[src/rtl/esn_pkg.sv]
// Shared definitions for the ring echo-state reservoir: FSM states,
// ternary input codes and the symmetric saturation limit.
package esn_pkg;

    typedef enum logic [1:0] {
        ST_IDLE = 2'd0,
        ST_UPD  = 2'd1,
        ST_DONE = 2'd2
    } esnState_t;

    // Two-bit ternary input codes; 00 and 10 both mean zero.
    localparam logic [1:0] U_PLUS  = 2'b01;
    localparam logic [1:0] U_MINUS = 2'b11;

    // Largest magnitude a cell may hold; the most-negative code is never used.
    function automatic int satLimit(input int dataW);
        return (1 << (dataW - 1)) - 1;
    endfunction

endpackage

[src/rtl/esn_sat_step.sv]
// Combinational cell update: optional leak, ternary input step, then
// symmetric clamp. Evaluated two bits wider than the cell so nothing wraps.
module esn_sat_step
    import esn_pkg::*;
#(
    parameter int DATA_W     = 3,
    parameter int STEP       = 1,
    parameter int LEAK_SHIFT = 0
)
(
    input  logic [DATA_W-1:0] v,
    input  logic [1:0]        u,
    output logic [DATA_W-1:0] res,
    output logic              sat
);

    localparam int EW  = DATA_W + 2;
    localparam int LIM = satLimit(DATA_W);
    localparam logic signed [EW-1:0] POS_LIM = EW'(LIM);
    localparam logic signed [EW-1:0] NEG_LIM = EW'(-LIM);
    localparam logic signed [EW-1:0] STEP_V  = EW'(STEP);

    logic signed [EW-1:0] vExt;
    logic signed [EW-1:0] leaked;
    logic signed [EW-1:0] stepVal;
    logic signed [EW-1:0] sum;

    // Leak (arithmetic shift floors toward -inf on purpose), add step, clamp.
    always_comb begin
        vExt = {{2{v[DATA_W-1]}}, v};
        if (LEAK_SHIFT == 0) begin
            leaked = vExt;
        end else begin
            leaked = vExt - (vExt >>> LEAK_SHIFT);
        end
        case (u)
            U_PLUS:  stepVal = STEP_V;
            U_MINUS: stepVal = -STEP_V;
            default: stepVal = '0;
        endcase
        sum = leaked + stepVal;
        res = sum[DATA_W-1:0];
        sat = 1'b0;
        if (sum > POS_LIM) begin
            res = POS_LIM[DATA_W-1:0];
            sat = 1'b1;
        end else if (sum < NEG_LIM) begin
            res = NEG_LIM[DATA_W-1:0];
            sat = 1'b1;
        end
    end

endmodule

[src/rtl/esn_ring_reservoir.sv]
// Ring echo-state reservoir: each update shifts every cell one position
// around the ring through the saturating step, one cell per cycle.
module esn_ring_reservoir
    import esn_pkg::*;
#(
    parameter int DATA_W     = 3,
    parameter int N_CELLS    = 8,
    parameter int STEP       = 1,
    parameter int LEAK_SHIFT = 0
)
(
    input  logic                           iClk,
    input  logic                           iRst_n,
    input  logic                           iStart,
    input  logic                           iClr,
    input  logic [2*N_CELLS-1:0]           iU,
    output logic                           oBusy,
    output logic                           oDone,
    output logic [DATA_W*N_CELLS-1:0]      oState,
    output logic [$clog2(N_CELLS+1)-1:0]   oSatCnt
);

    localparam int IDX_W = $clog2(N_CELLS);
    localparam int CNT_W = $clog2(N_CELLS + 1);
    localparam logic [IDX_W-1:0] IDX_LAST = IDX_W'(N_CELLS - 1);

    esnState_t            state;
    esnState_t            nextState;
    logic [IDX_W-1:0]     idx;
    logic [2*N_CELLS-1:0] uReg;
    logic [DATA_W-1:0]    wrapReg;
    logic [DATA_W-1:0]    cells [N_CELLS];
    logic [DATA_W-1:0]    srcVal;
    logic [DATA_W-1:0]    newVal;
    logic [1:0]           uCur;
    logic                 satHit;
    logic                 accept;
    logic                 clrReq;

    // State register; reset mid-update simply drops back to IDLE.
    always_ff @(posedge iClk or negedge iRst_n) begin
        if (!iRst_n) begin
            state <= ST_IDLE;
        end else begin
            state <= nextState;
        end
    end

    // Next state and control; requests are only looked at while IDLE.
    always_comb begin
        nextState = state;
        accept    = 1'b0;
        clrReq    = 1'b0;
        oBusy     = 1'b0;
        oDone     = 1'b0;
        case (state)
            ST_IDLE: begin
                if (iClr) begin
                    clrReq = 1'b1;
                end else if (iStart) begin
                    accept    = 1'b1;
                    nextState = ST_UPD;
                end
            end
            ST_UPD: begin
                oBusy = 1'b1;
                if (idx == '0) begin
                    nextState = ST_DONE;
                end
            end
            ST_DONE: begin
                oBusy     = 1'b1;
                oDone     = 1'b1;
                nextState = ST_IDLE;
            end
            default: nextState = ST_IDLE;
        endcase
    end

    // Source is the not-yet-overwritten lower neighbour, or the saved top cell for cell 0.
    always_comb begin
        srcVal = wrapReg;
        if (idx != '0) begin
            srcVal = cells[idx - IDX_W'(1)];
        end
        uCur = uReg[{idx, 1'b0} +: 2];
    end

    esn_sat_step #(
        .DATA_W     (DATA_W),
        .STEP       (STEP),
        .LEAK_SHIFT (LEAK_SHIFT)
    ) uStep (
        .v   (srcVal),
        .u   (uCur),
        .res (newVal),
        .sat (satHit)
    );

    // Datapath: clear, capture on accept, then write one cell per UPD cycle.
    always_ff @(posedge iClk or negedge iRst_n) begin
        if (!iRst_n) begin
            for (int k = 0; k < N_CELLS; k++) begin
                cells[k] <= '0;
            end
            idx     <= '0;
            uReg    <= '0;
            wrapReg <= '0;
            oSatCnt <= '0;
        end else if (clrReq) begin
            for (int k = 0; k < N_CELLS; k++) begin
                cells[k] <= '0;
            end
            oSatCnt <= '0;
        end else if (accept) begin
            uReg    <= iU;
            wrapReg <= cells[N_CELLS-1];
            oSatCnt <= '0;
            idx     <= IDX_LAST;
        end else if (state == ST_UPD) begin
            cells[idx] <= newVal;
            if (satHit) begin
                oSatCnt <= oSatCnt + CNT_W'(1);
            end
            idx <= idx - IDX_W'(1);
        end
    end

    // Flatten the cell array onto the output bus.
    always_comb begin
        oState = '0;
        for (int k = 0; k < N_CELLS; k++) begin
            oState[DATA_W*k +: DATA_W] = cells[k];
        end
    end

endmodule
[config.mk]
export PLATFORM = sky130hd
export DESIGN_NAME = esn_ring_reservoir
export DESIGN_NICKNAME = d
export VERILOG_FILES = /design/src/rtl/esn_pkg.sv /design/src/rtl/esn_sat_step.sv /design/src/rtl/esn_ring_reservoir.sv
export SDC_FILE = /design/constraint.sdc
export NUM_CORES = 1
export LEC_CHECK = 0
export BUFFER_PORTS_ARGS = -buffer_cell sky130_fd_sc_hd__buf_2
export CORE_ASPECT_RATIO = 1.1
export CORE_MARGIN = 1
export CORE_UTILIZATION = 50
export DETAILED_ROUTE_END_ITERATION = 7
export GPL_TIMING_DRIVEN = 1
export PLACE_DENSITY = 0.77
export SETUP_SLACK_MARGIN = 0.15
export SLEW_MARGIN = 20
export SYNTH_ARGS = -nofsm -noshare
export SYNTH_HDL_FRONTEND = slang
export SYNTH_SLANG_ARGS = --single-unit
[constraint.sdc]
create_clock -name iClk -period 3.9 [get_ports iClk]
set_input_delay 0.195 -clock iClk [delete_from_list [all_inputs] [get_ports iClk]]
set_output_delay 0.195 -clock iClk [all_outputs]
set_load 0.05 [all_outputs]
==> flow_summary.yaml, run 1 <==
setup_path:
  crit_type: "reg -> reg"
  startpoint_type: "flop"
  regToRegSetupSlack_ns: 0.23
  path_max_fanout: 7
  worst_ep_required_time_ns: 4.13
  arrival_ns: 3.90
  crit_family: "adder cells"
  crit_slowest_cell: "fa_2"
  cp_cell_sequence: "inv_1 -> buf_4 -> ha_2 -> nor3b_1 -> o21ai_0 -> nand3_1 -> ha_2 -> fa_2 -> fa_2 -> nor2b_1 -> o21a_1 -> a211o_4 -> or3_1 -> a21oi_1"
  end_kind: "flop"
  slowest_delay_ns: 0.47
  critPathBufInv: 2
detailed_routing:
  drtPass1Iterations: 5
  top_layer_used: "met4"
  dr_wl_met3_um: 459
  drt_iter0_drc: 131
  wirelength_um: 6606
  dr_wl_met2_um: 3276
  wl_met1_um: 2670
  vias_per_cell: 5.795
  wl_per_cell_um: 16.31
  drcViolationCount: 0
  antenna_left: 0
  num_vias: 2347
clock_tree:
  cts_buffers: 5
  htreeDepth: 2
  path_clk_slew_ns: 0.10
  cts_max_path_buffers: 2
  clock-root-buffer: "clkbuf_8"
  clock-sinks: 52
  clk_latency_ns: 0.31
  cts_tree: "yes"
sta:
  fin_crit_ns: 3.667
  grt_setup_unrepaired: "no"
  tns_ns: 0
  relSlewSlack_pct: 55.98
  clock.fmax_mhz: 272.7
  worst_pin_slew_ns: 0.6604
  final_hold_viol_count: 0
  finClkSkew_ns: 0.01122
  report.final.setup_viol: 0
  drv_slew: 0
  period_share_pct: 94.03
  timing.hold.ws_ns: 0.1122
synth:
  synth_adder_area_share_pct: 5.959
  synth_xor_area_share_pct: 0.9481
  ys.flop_type: "dfrtp_1"
  syn_inst: 272
  syn-num-nets: 304
  synth_top_family_by_area: "simple AND/OR/NAND/NOR gates"
  yosys-top-cells-count: "52 x dfrtp_1, 42 x nand2_1, 39 x o21ai_0"
  synth-edff-count: 0
  yosys-mux-area-fraction_pct: 13.36
  ys_warn_count: 0
  ys_seq_area_share_pct: 46.95
  synth_area_sq_um: 2771
  yosys.area.top_type: "dfrtp_1"
  synth_most_common_cell: "dfrtp_1"
  synth_top_area_share_pct: 46.95
  yosys-top-cells-area: "dfrtp_1 47%, mux2_2 8.1%, o21ai_0 7.0%, nand2_1 5.7%, mux4_2 4.9%"
  ys_types: 41
  yosys.area_share.simple_pct: 15.03
  async_flop_share_pct: 100.0
  syn_area_per_cell_sq_um: 10.19
  synth_compound_area_share_pct: 14.72
  ys_ff_latch: 52
floorplan:
  coreArea_sq_um: 5360
  ios: 50
  rows: 28
  die_area_sq_um: 5845
  dieWidth_um: 72.99
  die_y_um: 80.09
  start_util_pct: 51.70
final_layout:
  antenna_cells: 0
  syn_to_final_growth_pct: 19.64
  drive_gt1_share_pct: 30.61
  fin_nets: 361
placement:
  dp_hpwl_um: 4617
  portBuffers: 49
  gp_congestion: 0.8557
pwr:
  clkPwrFrac_pct: 11.7
  ir_drop_mv: 0.4665
  pwr-share-seq_pct: 28.2
  combPwrFrac_pct: 60.1
  power_density_nw_per_um2: 957.6
  p_leak_nw: 1.590
  internal_power_mw: 1.664
  power_switching_mw: 1.511
  swShare_pct: 47.58
min_path:
  hold_class: "in -> reg"
status:
  status: "finished, final reports clean"
global_routing:
  grt_overflow: 0
  grt_antenna_before_repair: 0
  grt_max_degree: 53
  grt.total_usage_pct: 24.92
  grt_pass1_wl_um: 10890
  grt_pass1_vias: 2342
run:
  max-cap-violations: 0
-- worst reg2reg max path, cell delays in order, from the launching register on --
cell,delay (ns)
dfrtp_1,0.40
inv_1,0.11
buf_4,0.18
ha_2,0.22
nor3b_1,0.16
o21ai_0,0.22
nand3_1,0.11
ha_2,0.22
fa_2,0.40
fa_2,0.47
nor2b_1,0.16
o21a_1,0.12
a211o_4,0.35
or3_1,0.35
a21oi_1,0.14
-- flip-flops by register name, indices dropped and copies added, names as in the netlist --
signal,flops
state,2
oState,24
idx,3
oSatCnt,4
uReg,16
wrapReg,3
-- cell families (layout without fill, tap and decap cells) --
kind of cell	count (synthesis)	in the layout
buffers and inverters	22	80
xor gates and xnor gates	3	3
muxes	27	27
adders and majority gates	12	12
AOI/OAI and AO/OA	68	68
and+or+nand+nor	88	88
DFF	52	52
-- area by class of cell --
class	count	area [sq um]
clock buffer	6	72.57
clock inverter	2	35.03
fill	457	2044
inverter	11	41.29
multi-input combinational	198	1424
sequential	52	1301
tap	75	93.84
timing repair buffer	61	347.8
-- final timing paths --
kind,start,end,depth (start not counted)
hold reg to reg,oState[1],oState[1],2
min in group asynchronous,iRst_n,state[0],2
setup reg to reg,idx[0],oSatCnt[3],14
max in group asynchronous,iRst_n,oState[5],2
setup / recovery,idx[0],oSatCnt[3],14
hold / removal,iU[8],uReg[8],2
-- placed cells by master, fill, tap and decap left out, drive strengths merged, types with 2 or more instances in the layout --
| master | netlist | final |
|---|---|---|
| a31oi | 3 | 3 |
| ha | 10 | 10 |
| clkbuf | 6 | 6 |
| nor2 | 6 | 6 |
| nand3 | 14 | 14 |
| o41ai | 3 | 3 |
| a22o | 2 | 2 |
| or3 | 3 | 3 |
| and2 | 3 | 3 |
| o21a | 2 | 2 |
| mux4 | 6 | 6 |
| clkinv | 1 | 2 |
| nor3b | 3 | 3 |
| and3 | 6 | 6 |
| o21ai | 39 | 39 |
| inv | 10 | 10 |
| a21o | 4 | 4 |
| nor3 | 4 | 4 |
| o211ai | 2 | 2 |
| nand2 | 42 | 42 |
| buf | 5 | 60 |
| mux2 | 20 | 20 |
| fa | 2 | 2 |
| nor2b | 4 | 4 |
| xnor2 | 2 | 2 |
| a21oi | 6 | 6 |
| dfrtp | 52 | 52 |
-- power groups by stage --
stage	clock network, mW	registers (mW)	logic [mW]
3_5_place_dp	0	0.902	1.74
6_report	0.370	0.895	1.91
4_1_cts	0.374	0.892	1.78
5_1_grt	0.397	0.919	2.08
3_3_place_gp	0	0.894	1.71
2_1_floorplan	0	1.12	1.08
-- layer usage --
layer,vias up,GRT usage (%)
met5,-,0
met1,1134,31.88
met3,20,5.144
met2,112,40.46
li1,1081,-
met4,0,11.18
-- stage by stage --
| step | worst slack (ns) | power (mW) | util (%) | cell area, sq um | cells |
|---|---|---|---|---|---|
| floorplan | 0.1663 | 2.203 | - | 2779 | 272 |
| detailed placement | 0.1561 | 2.647 | 58.40 | 3131 | 393 |
| global placement | 0.2547 | 2.604 | 58.36 | 3128 | 393 |
| finish | 0.2330 | 3.175 | 61.86 | 3316 | 405 |
| global route | 0.1405 | 3.398 | 61.86 | 3316 | 405 |
| CTS | 0.1661 | 3.046 | 60.78 | 3258 | 403 |
-- what timing repair did --
item | 4_1_cts | 5_1_grt
pin swaps | 0 | 5
hold buffers | 1 | 0
endpoints found under the setup margin | 1 | 3
resized for setup | 1 | 11
buffers inserted | 1 | 2
hold endpoints to repair | 52 | 0
No activity file was read; power rests on OpenSTA's default activity.
==> run 2: changes to the inputs <==
--- a/config.mk
+++ b/config.mk
@@ -10,7 +10,7 @@
 export CORE_MARGIN = 1
 export CORE_UTILIZATION = 50
 export DETAILED_ROUTE_END_ITERATION = 7
-export GPL_TIMING_DRIVEN = 1
+export GPL_TIMING_DRIVEN = 0
 export PLACE_DENSITY = 0.77
 export SETUP_SLACK_MARGIN = 0.15
 export SLEW_MARGIN = 20
==> run 2 against run 1 <==
  * Sequential cell count is the same
  * Core utilization grew 1.2 points
  * Sequential share of layout area shrank 0.70 points
  * Highest routed layer unchanged
  * Critical path type unchanged
  * Die area is the same
  * Clock skew shrank 0.0055 ns
  * Fmax grew 0.73%
  * Register-to-register slack gained 0.03 ns
  * Setup slack gained 0.027 ns
==> flow_summary.yaml, run 2 (synthesized netlist as in run 1, its figures left out) <==
setup_path:
  rr_worst_depth: 15
  reg2reg_from: "idx[0]"
  crit_slowest_cell: "fa_2"
  cp_cell_sequence: "buf_6 -> clkinvlp_4 -> ha_4 -> buf_8 -> mux4_2 -> o21ai_2 -> nand3_1 -> ha_2 -> fa_2 -> fa_2 -> nor2b_1 -> o211a_1 -> a211o_1 -> or3_4 -> a21oi_2"
  slowest_delay_ns: 0.56
  worst_ep_required_time_ns: 4.14
  regToRegSetupSlack_ns: 0.26
  path_max_fanout: 7
  arrival_ns: 3.88
  startpoint_type: "flop"
  crit_path_end: "oSatCnt[2]"
  crit_top_cell: "fa_2"
  end_kind: "flop"
  reg2reg_to: "oSatCnt[2]"
  crit_type: "reg -> reg"
  startpoint: "idx[0]"
floorplan:
  ios: 50
  rows: 28
  start_util_pct: 51.70
  dieWidth_um: 72.99
  die_area_sq_um: 5845
  die_y_um: 80.09
  coreArea_sq_um: 5360
global_routing:
  grt_overflow: 0
  grt_pass1_wl_um: 10950
  grt.total_usage_pct: 25.26
  grt_max_degree: 53
  grt_antenna_before_repair: 0
  grt_pass1_vias: 2262
min_path:
  whs_path_depth: 2
  hold_class: "in -> reg"
detailed_routing:
  wirelength_um: 6674
  drtPass1Iterations: 4
  vias_per_cell: 5.738
  drcViolationCount: 0
  num_vias: 2364
  antenna_left: 0
  drt_iter0_drc: 132
  wl_per_cell_um: 16.20
placement:
  placed_cells: 396
  post-place-ws_ns: -0.2726
  gp_congestion: 0.9123
  dp_hpwl_um: 4749
  portBuffers: 49
pwr:
  internal_power_mw: 1.705
  swShare_pct: 47.65
  p_leak_nw: 1.593
  pwr-share-seq_pct: 27.3
  ir_drop_mv: 0.4833
  clkPwrFrac_pct: 11.6
  power_density_nw_per_um2: 963.7
  power_switching_mw: 1.552
  total_power_mw: 3.257
  combPwrFrac_pct: 61.1
sta:
  grt_setup_unrepaired: "yes"
  worst_pin_slew_ns: 0.6489
  clock.fmax_mhz: 274.7
  final_hold_viol_count: 0
  timing.hold.ws_ns: 0.1097
  report.final.setup_viol: 0
  drv_slew: 0
  relSlewSlack_pct: 56.74
  finClkSkew_ns: 0.005729
  fin_ws_ns: 0.2597
  period_share_pct: 93.34
  fin_crit_ns: 3.640
final_layout:
  final_cell_mix: "51 x dfrtp_1, 49 x buf_2, 42 x nand2_1"
  antenna_cells: 0
  fin_cells: 412
  drive_gt1_share_pct: 32.34
  syn_to_final_growth_pct: 21.94
  fillCellCount: 450
  finish.utilization_pct: 63.05
  fin_nets: 368
  largest_reg_flops: 24
  mostFrequentLayoutCell: "dfrtp_1"
clock_tree:
  cts_tree: "yes"
  cts_buffers: 5
  htreeDepth: 2
  clk_latency_ns: 0.31
  clock-root-buffer: "clkbuf_8"
  cts_max_path_buffers: 2
  clock-sinks: 52
  path_clk_slew_ns: 0.10
status:
  status: "finished, final reports clean"
run:
  max-cap-violations: 0
-- run 2: cell count changes in the layout (fill, tap and decap cells not counted), sizes merged --
cell	previous run	this run
clkinv	2	1
clkbuf	6	12
buf	60	61
clkinvlp	0	1
-- run 2: cell type report --
class | instances | area, sq um | share of cell area, %
buffer | 11 | 71.32 | 2.110
timing repair buffer | 57 | 310.3 | 9.182
tap | 75 | 93.84 | 2.777
clock buffer | 6 | 72.57 | 2.147
clock inverter | 2 | 38.79 | 1.148
inverter | 11 | 45.04 | 1.333
multi-input combinational | 198 | 1445 | 42.76
sequential | 52 | 1303 | 38.54
-- run 2: power by group through the flow --
stage | registers (mW) | logic, mW | clock network (mW)
2_1_floorplan | 1.12 | 1.08 | 0
3_3_place_gp | 0.889 | 1.70 | 0
3_5_place_dp | 0.900 | 1.73 | 0
4_1_cts | 0.885 | 1.90 | 0.379
5_1_grt | 0.907 | 2.17 | 0.405
6_report | 0.888 | 1.99 | 0.378
-- run 2: worst max-delay path: cells and delay by family (launching register included) --
family          cells  cell delay [ns]
flops               1             0.39
simple gates        3             0.50
compound gates      4             0.66
buf+inv             3             0.35
fa+ha+maj           4             1.37
mux                 1             0.30
-- run 2: worst min-delay path by stage --
stage	start	end	slack [ns]
after global placement	iU[3]	uReg[3]	0.43
after floorplan	iRst_n	idx[0]	-0.10
after CTS	iU[3]	uReg[3]	0.11
after global routing	iU[3]	uReg[3]	0.11
final	iU[3]	uReg[3]	0.11
after detailed placement	iRst_n	oSatCnt[0]	0.27
-- run 2: stage by stage --
step	TNS [ns]	cell area, sq um
floorplan	0	2779
global placement	-1.801	3118
detailed placement	-2.439	3120
CTS	0	3337
global route	0	3379
finish	0	3379
-- run 2: repair_timing --
action,CTS,global route
setup buffers,6,1
resized for setup,18,9
hold buffers,1,0
setup endpoints to repair,20,20
endpoints found under the hold margin,52,0
pin swaps,3,5
-- run 2: metal layers --
| layer | vias up | track usage (%) | part of all wire, % |
|---|---|---|---|
| li1 | 1101 | - | - |
| met1 | 1171 | 32.28 | 43 |
| met5 | - | 0 | 0 |
| met2 | 76 | 41.85 | 50 |
| met3 | 16 | 4.768 | 4.3 |
| met4 | 0 | 10.39 | 2.4 |
